===== src/rtl/quad_enc_frontend.sv =====
// Quadrature encoder front end: input synchroniser, glitch filter, x4 decoder and
// rotating slot select used by the downstream moving-window pulse sum.
module quad_enc_frontend #(
  parameter int unsigned SYNC_STAGES     = 2,
  parameter int unsigned FILT_LEN        = 4,
  parameter int unsigned LOG2_N_SUB_CTRS = 4,
  parameter int unsigned SLOT_CYCLES     = 100000,
  parameter int unsigned SLOT_CNT_W      = 17
) (
  input  logic                       CLK,
  input  logic                       wkctr_reset,
  input  logic                       ENC_A,
  input  logic                       ENC_B,
  input  logic                       EN,
  input  logic                       ERR_CLR,
  output logic                       INC,
  output logic                       DIR,
  output logic [LOG2_N_SUB_CTRS-1:0] SEL,
  output logic                       SLOT_TICK,
  output logic                       ERR,
  output logic [15:0]                POS
);

  localparam int unsigned SEL_W = LOG2_N_SUB_CTRS;
  localparam int unsigned POS_W = 16;
  localparam int unsigned FC_W  = $clog2(FILT_LEN + 1);

  localparam logic [SLOT_CNT_W-1:0] SLOT_LAST = SLOT_CNT_W'(SLOT_CYCLES - 1);
  localparam logic [FC_W-1:0]       FC_ACCEPT = FC_W'(FILT_LEN - 1);
  localparam logic [FC_W-1:0]       FC_FULL   = FC_W'(FILT_LEN);

  typedef enum logic {ST_INIT, ST_TRACK} state_e;

  logic [SYNC_STAGES-1:0][1:0] sync_q;
  logic [1:0]                  sync_c;
  logic [1:0]                  cand_q, cand_d;
  logic [FC_W-1:0]             cnt_q, cnt_d;
  logic [1:0]                  filt_q, filt_d;
  logic                        upd_q, upd_d;

  state_e                      state_q, state_d;
  logic [1:0]                  prev_q, prev_d;
  logic                        dir_q, dir_d;
  logic [POS_W-1:0]            pos_q, pos_d;
  logic                        err_q, err_d;
  logic                        inc_q, inc_d;
  logic                        pend_q, pend_d;
  logic [SLOT_CNT_W-1:0]       timer_q, timer_d;
  logic [SEL_W-1:0]            sel_q, sel_d;
  logic                        tick_q, tick_d;

  logic [1:0]                  delta_c;
  logic                        adv_c;
  logic                        step_c;
  logic                        err_set_c;

  // Position of a {A,B} code along the forward Gray cycle 00,01,11,10.
  function automatic logic [1:0] gidx(input logic [1:0] ab);
    case (ab)
      2'b00:   gidx = 2'd0;
      2'b01:   gidx = 2'd1;
      2'b11:   gidx = 2'd2;
      default: gidx = 2'd3;
    endcase
  endfunction

  assign sync_c  = sync_q[SYNC_STAGES-1];
  assign delta_c = gidx(filt_q) - gidx(prev_q);
  assign adv_c   = EN && (timer_q == SLOT_LAST);

  // Filter: a level is accepted once, on the FILT_LEN-th consecutive equal sample.
  always_comb begin
    cand_d = cand_q;
    cnt_d  = cnt_q;
    filt_d = filt_q;
    upd_d  = 1'b0;
    if (sync_c != cand_q) begin
      cand_d = sync_c;
      cnt_d  = FC_W'(1);
    end else if (cnt_q != FC_FULL) begin
      cnt_d = cnt_q + FC_W'(1);
      if (cnt_q == FC_ACCEPT) begin
        filt_d = cand_q;
        upd_d  = 1'b1;
      end
    end
  end

  // Decoder FSM, error flag, INC with deferral off the slot-advance cycle, slot timer.
  always_comb begin
    state_d   = state_q;
    prev_d    = prev_q;
    dir_d     = dir_q;
    pos_d     = pos_q;
    step_c    = 1'b0;
    err_set_c = 1'b0;
    inc_d     = 1'b0;
    pend_d    = 1'b0;
    timer_d   = timer_q;
    sel_d     = sel_q;
    tick_d    = 1'b0;

    if (upd_q) begin
      prev_d = filt_q;
      case (state_q)
        ST_INIT: state_d = ST_TRACK;
        default: begin
          case (delta_c)
            2'd1: begin
              step_c = 1'b1;
              dir_d  = 1'b1;
              pos_d  = pos_q + POS_W'(1);
            end
            2'd3: begin
              step_c = 1'b1;
              dir_d  = 1'b0;
              pos_d  = pos_q - POS_W'(1);
            end
            2'd2:    err_set_c = 1'b1;
            default: ;
          endcase
        end
      endcase
    end

    err_d = err_set_c ? 1'b1 : (ERR_CLR ? 1'b0 : err_q);

    if (EN) begin
      if (step_c && adv_c) begin
        pend_d = 1'b1;
      end else if (step_c || pend_q) begin
        inc_d = 1'b1;
      end
      if (adv_c) begin
        timer_d = '0;
        sel_d   = sel_q + SEL_W'(1);
        tick_d  = 1'b1;
      end else begin
        timer_d = timer_q + SLOT_CNT_W'(1);
      end
    end
  end

  always_ff @(posedge CLK or posedge wkctr_reset) begin
    if (wkctr_reset) begin
      sync_q  <= '0;
      cand_q  <= '0;
      cnt_q   <= '0;
      filt_q  <= '0;
      upd_q   <= 1'b0;
      state_q <= ST_INIT;
      prev_q  <= '0;
      dir_q   <= 1'b0;
      pos_q   <= '0;
      err_q   <= 1'b0;
      inc_q   <= 1'b0;
      pend_q  <= 1'b0;
      timer_q <= '0;
      sel_q   <= '0;
      tick_q  <= 1'b0;
    end else begin
      sync_q  <= {sync_q[SYNC_STAGES-2:0], ENC_A, ENC_B};
      cand_q  <= cand_d;
      cnt_q   <= cnt_d;
      filt_q  <= filt_d;
      upd_q   <= upd_d;
      state_q <= state_d;
      prev_q  <= prev_d;
      dir_q   <= dir_d;
      pos_q   <= pos_d;
      err_q   <= err_d;
      inc_q   <= inc_d;
      pend_q  <= pend_d;
      timer_q <= timer_d;
      sel_q   <= sel_d;
      tick_q  <= tick_d;
    end
  end

  assign INC       = inc_q;
  assign DIR       = dir_q;
  assign SEL       = sel_q;
  assign SLOT_TICK = tick_q;
  assign ERR       = err_q;
  assign POS       = pos_q;

endmodule


===== config.mk =====
export PLATFORM = sky130hd
export DESIGN_NAME = quad_enc_frontend
export DESIGN_NICKNAME = d
export VERILOG_FILES = /design/src/rtl/quad_enc_frontend.sv
export SDC_FILE = /design/constraint.sdc
export NUM_CORES = 1
export LEC_CHECK = 0
export CORE_ASPECT_RATIO = 0.6
export CORE_MARGIN = 4
export CORE_UTILIZATION = 55
export DETAILED_ROUTE_END_ITERATION = 12
export GPL_ROUTABILITY_DRIVEN = 0
export PLACE_DENSITY_LB_ADDON = 0.2
export SLEW_MARGIN = 0
export SYNTH_ARGS = -nofsm -noshare
export SYNTH_HDL_FRONTEND = slang
export SYNTH_SLANG_ARGS = --single-unit

===== constraint.sdc =====
create_clock -name CLK -period 4.4 [get_ports CLK]
set_input_delay 0.44 -clock CLK [delete_from_list [all_inputs] [get_ports CLK]]
set_output_delay 0.44 -clock CLK [all_outputs]
set_load 0.03 [all_outputs]

**Yosys cells after proc, flatten, opt, wreduce, memory -nomap -nowiden**

Cells that the tools add are included.

- $add $sub $neg: 6
- $mul: 0
- Divide/modulo/power cells: 0
- $lt $le $gt $ge: 0
- Equal/unequal tests: 11
- Shift-type cells: 0
- Muxes and demuxes: 25
- Bitwise operators: 1
- Reduce and logical (&&, ||, !) cells: 12

Operator list:

| kind | count |
|---|---|
| $pmux W16 S2 | 1 |
| $mux W1 | 18 |
| $add A17 B1 Y17 const B | 1 |
| $eq A17 B17 Y1 const B | 1 |
| $mux W17 | 1 |
| $add A16 B1 Y16 const B | 1 |
| $sub A16 B1 Y16 const B | 1 |
| $pmux W2 S3 | 2 |
| $eq A2 B2 Y1 const B | 4 |
| $eq A2 B1 Y1 const B | 3 |
| $mux W3 | 2 |
| $reduce_and A3 Y1 | 2 |
| $reduce_bool A2 Y1 | 3 |
| $add A4 B1 Y4 const B | 1 |
| $logic_not A2 Y1 | 2 |
| $add A3 B1 Y3 const B | 1 |
| $eq A3 B2 Y1 const B | 1 |
| $ne A3 B3 Y1 const B | 1 |
| $logic_and A1 B1 Y1 | 2 |
| $ne A2 B2 Y1 | 1 |
| $pmux W1 S2 | 1 |
| $reduce_and A2 Y1 | 1 |
| $reduce_or A2 Y1 | 1 |
| $sub A2 B2 Y2 | 1 |
| other kinds (2) | 2 |

- Register bits: 57
- Bits in latches: 0
- RAM bits: 0
- Bits in read-only memories: 0
- Memories kept: 0

**Longest topological paths before layout**

Gate-level depths: netlist (run 1).

- Depth after elaboration: 12
- Gate-level depth with buffers: 14
- Gate-level depth less buffers: 13

**Worst setup path after synthesis (run 1)**

Ideal clock, no wire load.

- Kind: reg-to-reg
- Start: register filt_q[0]
- End: register pos_q[10] (netlist: POS[10])
- Library setup time: 79 ps
- Arrival time: 3370 ps
- Slack: 951 ps
- Stages on the path, launching flop included: 14
- Cell sequence: dfrtp_1 inv_1 ha_1 ha_1 xnor3_1 or2_1 buf_2 xnor2_1 ha_1 or3_1 or3_1 or2_1 o31ai_2 xor2_1

- Word-level cells in the longest chain between the ends: 6
- Elaborated cells between the ends (all ways): 10
- Classes of those cells: add/sub (1); eq/ne (4); mux (2); reduce/logical (3)

RTL lines:

| item | line | source |
|---|---|---|
| from (decl) | 38 | `logic [1:0] filt_q, filt_d;` |
| from (signal assigned) | 165 | `filt_q <= filt_d;` |
| $eq A2 B2 Y1 (tied with other cells) | 59 | `case (ab)` |
| $pmux W2 S3 (*) | 59 |  |
| $sub A2 B2 Y2 (*) | 68 | `assign delta_c = gidx(filt_q) - gidx(prev_q);` |
| $eq A2 B2 Y1 / $eq A2 B1 Y1 (equally long branches) | 108 | `case (delta_c)` |
| $reduce_bool A2 Y1 (no line) | n/a |  |
| $reduce_and A3 Y1 (no line) | n/a |  |
| to (signal assigned) | 170 | `pos_q <= pos_d;` |
| to (decl) | 44 | `logic [POS_W-1:0] pos_q, pos_d;` |

Mark *: on every way between the ends. The rest lies on a longest branch, timed or not.
A chain may end at the register's enable or synchronous reset.

**Worst setup path after layout (run 1)**

Same ends and word-level chain as after synthesis.

==> results_dict.tcl, run 1 <==
set metrics [dict create \
    rr_startpoint "filt_q[0]" \
    cts_resized 0 \
    synth_compound_area_share_pct 4.92 \
    wl_per_cell_um 16.1 \
    async_flop_share_pct 100 \
    clkPwrFrac_pct 24.1 \
    final_cell_mix "dfrtp_1 (57), clkdlybuf4s50_1 (29), nand2_1 (24), nor2_1 (23), xor2_1 (18)" \
    hold_path_depth 0 \
    grt_max_degree 30 \
    numCtsBuffers 9 \
    antenna_left 0 \
    postCtsSetupBuffers 0 \
    die_y_um 64.3 \
    cts_tree "built" \
    swShare_pct 39.9 \
    clock-sinks 57 \
    tightestPinTransition_ns 0.630 \
    ys_types 46 \
    yosys_warnings 0 \
    vias_per_cell 5.81 \
    use_met3_pct 7.96 \
    synth_top_family_by_area "simple AND/OR/NAND/NOR gates" \
    synth_ff_type "dfrtp_1" \
    p_switching_w 0.000829 \
    status "completed" \
    min-delay-start "sync_q[1]" \
    finalSetupTns_ns 0 \
    hold_path.class "register to register" \
    final-seq-area_sq_um 1430 \
    grt_pass1_wl_um 10400 \
    dp_hpwl_um 4190 \
    dp_slack_ns 0.654 \
    setup_viol 0 \
    startpoint_type "register" \
    synth_nets 294 \
    dieArea_sq_um 6540 \
    reg2reg_to "POS[10]" \
    areaGrowthSynthToFinish_pct 17.9 \
    drv_cap 0 \
    grt_use_met1_pct 29.9 \
    period_share_pct 86.6 \
    vias 2178 \
    combinationalPowerShare_pct 39.9 \
    hold_buffers 0 \
    cp_data_required_time_ns 4.66 \
    skew_ns 0.00462 \
    die_width_um 102 \
    use_met2_pct 28.3 \
    syn_inst 277 \
    drive_above_1_share_pct 10.0 \
    track_usage_pct 21.0 \
    num_io_pins 30 \
    drt-initial-drc-count 166 \
    maxSlewViolCount 0 \
    crit_path_max_fanout 11 \
    htreeDepth 3 \
    period_needed_ns 3.81 \
    synth-xor-area-share_pct 11.3 \
    overflow 0 \
    drc_errors 0 \
    fin_ws_ns 0.588 \
    max_slew_margin_pct 58.0 \
    clkSlewWorstSetupHoldPaths_ns 0.06 \
    p_leak_nw 1.59 \
    p_seq_share_pct 36.0 \
    netlist_area_sq_um 2900 \
    cts_root_buf "clkbuf_8" \
    grt_antenna_before_repair 0 \
    end_kind "register" \
    synth.avg_cell_area_sq_um 10.5 \
    wl_um 6050 \
    grt_pass1_vias 2121 \
    start_util_pct 57.1 \
    firstDrtPassIters 7 \
    fmax_mhz 262 \
    power.internal_w 0.00125 \
    path_class "register to register" \
    whs_endpoint "sync_c[1]" \
    hold_violations 0 \
    ys_ff_latch 57 \
    antenna_cells 0 \
    p_per_area_nw_per_um2 608 \
    fillers 404 \
    coreArea_sq_um 5080 \
    r2r_slack_ns 0.59 \
    rsz0062_at_grt "no" \
    ir_drop_mv 0.356 \
    synthMuxAreaShare_pct 4.70 \
    clock_path_buffers 2 \
    synth_seq_area_share_pct 49.2 \
    synthAdderAreaFrac_pct 4.74 \
    synth_edf_count 0 \
    worst_ep_arrival_time_ns 4.07 \
    top_usage_layer "met1" \
    r2r_cells 12 \
    port-buffer-count 29 \
    hold_ws_ns 0.354 \
    multi_input_area_sq_um 1370 \
    nets 321 \
    row_count 20 \
    synthSimpleGateAreaFrac_pct 21.6 \
    final_common_cell "dfrtp_1" \
    clock_latency_ns 0.34 \
]
[layer usage]
metal	wire length (um)	vias up
met5	0	-
met4	112	0
met3	433	11
met2	2510	89
met1	3000	1049
li1	-	1029
[cell families (layout without fill, tap and decap cells)]
kind of cell	count (synthesis)	in the layout
muxes	13	13
adders and majority gates	11	11
DFF	57	57
and+or+nand+nor	114	114
AOI/OAI and AO/OA	22	22
buffers and inverters	24	56
xor gates and xnor gates	36	36
[registers in the layout, indices dropped and copies added (netlist names)]
name and cells:
timer_q 17, SLOT_TICK 1, POS 16, SEL 4, pend_q 1, sync_q 2, cand_q 2, sync_c 2
state_q 1, upd_q 1, INC 1, ERR 1, cnt_q 3, prev_q 2, DIR 1, filt_q 2
[metrics by stage]
step / instances / area (sq um) / util (%) / total power [W]
floorplan: 277 / 2900 / - / 0.00136
global placement: 359 / 3220 / 63.3 / 0.00154
detailed placement: 359 / 3220 / 63.3 / 0.00157
CTS: 375 / 3420 / 67.3 / 0.00208
global route: 375 / 3420 / 67.3 / 0.00221
finish: 375 / 3420 / 67.3 / 0.00208
[layout make-up]
cell class,count,share of cell area [%]
well taps,66,2.41
multi-input cells,196,40.1
repair buffers,30,8.71
flip-flops and latches,57,41.7
clock inverters,5,1.57
inverters,10,1.10
clock buffers,11,4.43
[power groups by stage]
stage	Sequential (W)	Clock (W)	Combinational [W]
floorplan	0.000780	0	0.000575
global placement	0.000749	0	0.000792
detailed placement	0.000753	0	0.000812
CTS	0.000745	0.000514	0.000821
global route	0.000764	0.000541	0.000905
finish	0.000748	0.000501	0.000829
[worst max-delay path by stage]
| stage | slack, ns | end | depth (start not counted) | startpoint |
|---|---|---|---|---|
| 6_report | 0.59 | POS[10] | 12 | filt_q[0] |
| 5_1_grt | 0.32 | POS[10] | 12 | filt_q[0] |
| 4_1_cts | 0.61 | POS[10] | 12 | filt_q[0] |
| 3_5_place_dp | 0.65 | POS[10] | 12 | filt_q[0] |
| 3_3_place_gp | 0.77 | POS[10] | 12 | filt_q[0] |
| 2_1_floorplan | 0.95 | POS[10] | 13 | filt_q[0] |
[cells in the mapped netlist (2+ instances only)]
cell	number	area share, %
nor4_1	5	1.1
xor2_1	18	5.4
nor2_1	23	3.0
nor3_1	8	1.4
nor4b_1	4	1.2
a21oi_1	2	0.34
or3_1	4	0.86
o2111ai_1	3	0.91
xnor2_1	17	5.1
buf_2	4	0.69
inv_1	10	1.3
or4_1	2	0.52
or2_1	3	0.65
mux2i_1	8	2.8
nand2_1	24	3.1
dfrtp_1	57	49
nand3_1	8	1.4
and3_1	5	1.1
and4_1	6	1.8
o21ai_0	9	1.6
ha_1	11	4.7
nand4_1	10	2.2
clkbuf_1	7	0.91
or3_2	2	0.52
mux2_2	5	1.9
or2_2	2	0.43
[critical path: stages, from the launching register on]
cell,delay (ns)
dfrtp_1,0.39
inv_1,0.06
ha_1,0.29
ha_1,0.20
xnor3_1,0.60
or2_1,0.45
xnor2_1,0.14
ha_1,0.25
or3_1,0.34
or3_1,0.36
or2_1,0.25
o31ai_2,0.25
xor2_1,0.16
No activity file was read; power rests on OpenSTA's default activity.
==> run 2, diff against run 1 <==
--- a/config.mk
+++ b/config.mk
@@ -7,7 +7,7 @@
 export LEC_CHECK = 0
 export CORE_ASPECT_RATIO = 0.6
 export CORE_MARGIN = 4
-export CORE_UTILIZATION = 55
+export CORE_UTILIZATION = 56
 export DETAILED_ROUTE_END_ITERATION = 12
 export GPL_ROUTABILITY_DRIVEN = 0
 export PLACE_DENSITY_LB_ADDON = 0.2
==> results_dict.tcl, run 2 (synthesis gave the netlist of run 1 again) <==
set metrics [dict create \
    status "completed" \
    firstDrtPassIters 4 \
    coreArea_sq_um 4780 \
    port-buffer-count 29 \
    dieArea_sq_um 6430 \
    vias_per_cell 5.88 \
    cts_root_buf "clkbuf_8" \
    areaGrowthSynthToFinish_pct 18.5 \
    finalSetupTns_ns 0 \
    p_leak_nw 1.60 \
    period_share_pct 84.5 \
    skew_ns 0.00679 \
    final_common_cell "dfrtp_1" \
    startpoint_type "register" \
    tightestPinTransition_ns 0.706 \
    hold_path_depth 0 \
    finalPower_w 0.00217 \
    max_slew_margin_pct 53.0 \
    numCtsBuffers 9 \
    crit_end "POS[10]" \
    rsz0062_at_grt "no" \
    clock-sinks 57 \
    r2r_slack_ns 0.68 \
    clock_path_buffers 2 \
    postCtsSetupBuffers 0 \
    hold_path.class "register to register" \
    ir_drop_mv 0.439 \
    antenna_cells 0 \
    track_usage_pct 21.6 \
    htreeDepth 3 \
    wl_per_cell_um 16.4 \
    cts_resized 0 \
    period_needed_ns 3.72 \
    path_class "register to register" \
    dp_slack_ns 0.823 \
    clkSlewWorstSetupHoldPaths_ns 0.07 \
    cp_data_required_time_ns 4.65 \
    hold_ws_ns 0.352 \
    maxSlewViolCount 0 \
    die_width_um 101 \
    end_kind "register" \
    drive_above_1_share_pct 10.0 \
    reg2reg_to "POS[10]" \
    num_io_pins 30 \
    hold_violations 0 \
    row_count 19 \
    overflow 0 \
    final_cell_mix "dfrtp_1 (57), clkdlybuf4s50_1 (29), nand2_1 (24), nor2_1 (23), xor2_1 (18)" \
    cp_cell_sequence "inv_1 -> ha_1 -> ha_1 -> xnor3_1 -> or2_1 -> xnor2_1 -> ha_1 -> or3_1 -> or3_1 -> or2_1 -> o31ai_2 -> xor2_1" \
    worst_ep_arrival_time_ns 3.96 \
    crit_cells 12 \
    crit_path_top_delay_cell "or2_1" \
    nets 322 \
    largest_reg_flops 17 \
    place_inst 357 \
    fin_ws_ns 0.684 \
    fmax_mhz 269 \
    rr_startpoint "filt_q[0]" \
    p_per_area_nw_per_um2 630 \
    drt-initial-drc-count 268 \
    path_buf_inv 1 \
    drv_cap 0 \
    antenna_left 0 \
    stdcell_count 373 \
    clock_latency_ns 0.33 \
    r2r_cells 12 \
    cp_common_cell "ha_1" \
    startpoint "filt_q[0]" \
    grt_pass1_wl_um 10700 \
    grt_antenna_before_repair 0 \
    hold_buffers 0 \
    regMostFlops "timer_q" \
    start_util_pct 60.7 \
    grt_pass1_vias 2146 \
    critical-path-max-stage-delay_ns 0.42 \
    vias 2193 \
    grt_max_degree 58 \
    dp_hpwl_um 4280 \
    wl_um 6120 \
    die_y_um 63.8 \
    cts_tree "built" \
    critPathTopFamily "simple AND/OR/NAND/NOR gates" \
    setup_viol 0 \
    crit_path_max_fanout 11 \
    drc_errors 0 \
]
## run 2: cell types whose count changed in the layout (fill, tap and decap cells not counted), sizes merged
cell / change
clkinv: -1
buf: +1
bufinv: +1
## run 2: through the flow
stage | cell area (sq um) | util (%)
5_1_grt | 3440 | 72.0
3_5_place_dp | 3220 | 67.4
2_1_floorplan | 2900 | -
6_report | 3440 | 72.0
3_3_place_gp | 3220 | 67.4
4_1_cts | 3440 | 72.0
## run 2: how the worst min path moves through the flow
| stage | startpoint | end | slack (ns) |
|---|---|---|---|
| after CTS | sync_q[0] | sync_c[0] | 0.35 |
| final | sync_q[0] | sync_c[0] | 0.35 |
| after floorplan | sync_q[0] | sync_c[0] | 0.33 |
| after global placement | sync_q[0] | sync_c[0] | 0.33 |
| after detailed placement | sync_q[1] | sync_c[1] | 0.34 |
| after global routing | sync_q[0] | sync_c[0] | 0.36 |
## run 2: routing by layer
metal,GRT usage [%],up-vias,wire length (um)
met3,7.72,16,444
met5,0,-,0
met1,31.2,1070,2950
met2,29.6,82,2640
met4,8.29,0,85
li1,-,1025,-
## run 2: where the power goes
part | internal (W) | switching, W | total [W]
logic | 0.000365 | 0.000508 | 0.000873
clock network | 0.000333 | 0.000207 | 0.000541
registers | 0.000618 | 0.000135 | 0.000753
total | 0.00132 | 0.000850 | 0.00217
## run 2: area by class of cell
class,instances,area [sq um]
inverter,10,37.5
clock inverter,5,78.8
multi-input combinational,196,1370
timing repair buffer,31,305
sequential,57,1430
fill,352,1340
tap,63,78.8
clock buffer,11,141
==> run 3, diff against run 2 <==
==> constraint.sdc (replaced) <==
create_clock -name CLK -period 3.5 [get_ports CLK]
set_input_delay 0.35 -clock CLK [delete_from_list [all_inputs] [get_ports CLK]]
set_output_delay 0.35 -clock CLK [all_outputs]
set_load 0.03 [all_outputs]
==> results_dict.tcl, run 3 (synthesis gave the netlist of run 1 again) <==
set metrics [dict create \
    regMostFlops "timer_q" \
    dp_hpwl_um 4200 \
    final_common_cell "dfrtp_1" \
    drc_errors 0 \
    grt_pass1_vias 2093 \
    firstDrtPassIters 4 \
    nets 324 \
    startpoint "filt_q[0]" \
    drive_above_1_share_pct 10.6 \
    period_needed_ns 3.34 \
    num_io_pins 30 \
    finalSetupTns_ns 0 \
    wl_um 5970 \
    p_leak_nw 1.57 \
    startpoint_type "register" \
    fmax_mhz 299 \
    hold_ws_ns 0.309 \
    areaGrowthSynthToFinish_pct 17.3 \
    grt_max_degree 41 \
    worst_ep_arrival_time_ns 3.61 \
    crit_path_max_fanout 6 \
    r2r_slack_ns 0.16 \
    cts_tree "built" \
    rr_startpoint "filt_q[0]" \
    fin_util_pct 71.2 \
    die_y_um 63.8 \
    status "completed" \
    die_width_um 101 \
    clkPwrFrac_pct 19.9 \
    clock_latency_ns 0.34 \
    clkSlewWorstSetupHoldPaths_ns 0.06 \
    hold_violations 0 \
    crit_end "POS[10]" \
    setup_viol 0 \
    critical-path-max-stage-delay_ns 0.38 \
    largest_reg_flops 17 \
    coreArea_sq_um 4780 \
    start_util_pct 60.7 \
    final_cell_mix "dfrtp_1 (57), clkdlybuf4s50_1 (29), nand2_1 (24), nor2_1 (23), xor2_1 (18)" \
    p_switching_w 0.00107 \
    swShare_pct 40.5 \
    vias_per_cell 5.69 \
    drt-initial-drc-count 110 \
    clock_path_buffers 2 \
    antenna_cells 0 \
    p_per_area_nw_per_um2 773 \
    grt_antenna_before_repair 0 \
    p_seq_share_pct 35.9 \
    port-buffer-count 29 \
    reg2reg_to "POS[10]" \
    period_share_pct 95.6 \
    skew_ns 0.00819 \
    power.internal_w 0.00157 \
    combinationalPowerShare_pct 44.2 \
    rsz0062_at_grt "no" \
    maxSlewViolCount 0 \
    cts_root_buf "clkbuf_8" \
    wl_per_cell_um 16.0 \
    overflow 0 \
    r2r_cells 12 \
    finalInstanceArea_sq_um 3400 \
    vias 2127 \
    grt_pass1_wl_um 10400 \
    antenna_left 0 \
    cp_cell_sequence "inv_1 -> ha_1 -> ha_1 -> xnor3_1 -> or2_1 -> xnor2_1 -> ha_2 -> or3_1 -> or3_4 -> or2_1 -> o31ai_2 -> xor2_1" \
    track_usage_pct 20.7 \
    end_kind "register" \
    hold_path.class "primary input to async pin" \
    placed_cell_area_sq_um 3230 \
    crit_path_top_delay_cell "dfrtp_1" \
    row_count 19 \
    clock-sinks 57 \
    fillers 365 \
    max_slew_margin_pct 61.0 \
    tightestPinTransition_ns 0.582 \
    dieArea_sq_um 6430 \
    path_class "register to register" \
    cp_data_required_time_ns 3.76 \
    drv_cap 0 \
    numCtsBuffers 9 \
    htreeDepth 3 \
    ir_drop_mv 0.459 \
]
## run 3: changes by cell type in the layout (fill, tap and decap cells not counted), sizes merged
| cell | previous run | this run |
|---|---|---|
| clkbuf | 11 | 12 |
| clkinvlp | 0 | 1 |
| bufinv | 2 | 0 |
| buf | 2 | 4 |
| clkinv | 3 | 2 |
## run 3: worst min path at each step
stage,startpoint,end,depth (start not counted),slack (ns)
floorplan,sync_q[0],sync_c[0],0,0.33
global placement,sync_q[0],sync_c[0],0,0.33
detailed placement,sync_q[1],sync_c[1],0,0.33
CTS,wkctr_reset,ERR,2,0.33
global route,wkctr_reset,ERR,2,0.34
finish,wkctr_reset,ERR,2,0.31
## run 3: metrics by stage
step | setup WS [ns] | cells | total power (W)
2_1_floorplan | 0.0512 | 277 | 0.00170
3_3_place_gp | 0.221 | 359 | 0.00206
3_5_place_dp | 0.111 | 359 | 0.00208
4_1_cts | 0.0798 | 374 | 0.00262
5_1_grt | 0.00550 | 374 | 0.00280
6_report | 0.155 | 374 | 0.00263
## run 3: timing repair
action	in CTS	in global routing
setup endpoints to repair	0	3
buffers inserted	0	0
hold buffers	0	0
gates resized for setup	0	2
endpoints found under the hold margin	0	0
## run 3: critical path: cells and delay by family (launching register included)
family	cells	cell delay, ns
AO/OA/AOI/OAI	1	0.25
XOR/XNOR	3	0.67
adder cells (fa/ha/maj)	3	0.72
buffers and inverters	1	0.06
flip-flops	1	0.38
AND/OR/NAND/NOR	4	1.19
## run 3: cell type report
cell class	count	area [sq um]	share of cell area, %
clock buffers	12	145	4.26
clock inverters	3	17.5	0.515
repair buffers	33	320	9.41
inverters	10	37.5	1.10
multi-input cells	196	1380	40.5
well taps	63	78.8	2.32
flip-flops and latches	57	1430	41.9
## run 3: power groups by stage
| stage | Combinational (W) | Clock, W | Sequential [W] |
|---|---|---|---|
| 3_3_place_gp | 0.00112 | 0 | 0.000941 |
| 2_1_floorplan | 0.000723 | 0 | 0.000981 |
| 3_5_place_dp | 0.00113 | 0 | 0.000949 |
| 4_1_cts | 0.00114 | 0.000537 | 0.000941 |
| 5_1_grt | 0.00126 | 0.000570 | 0.000971 |
| 6_report | 0.00116 | 0.000522 | 0.000946 |
## run 3: layer usage
metal,share of wire [%],track usage [%]
met5,0,0
met4,0.30,5.14
met3,7.5,8.70
met2,42,27.3
met1,50,31.3
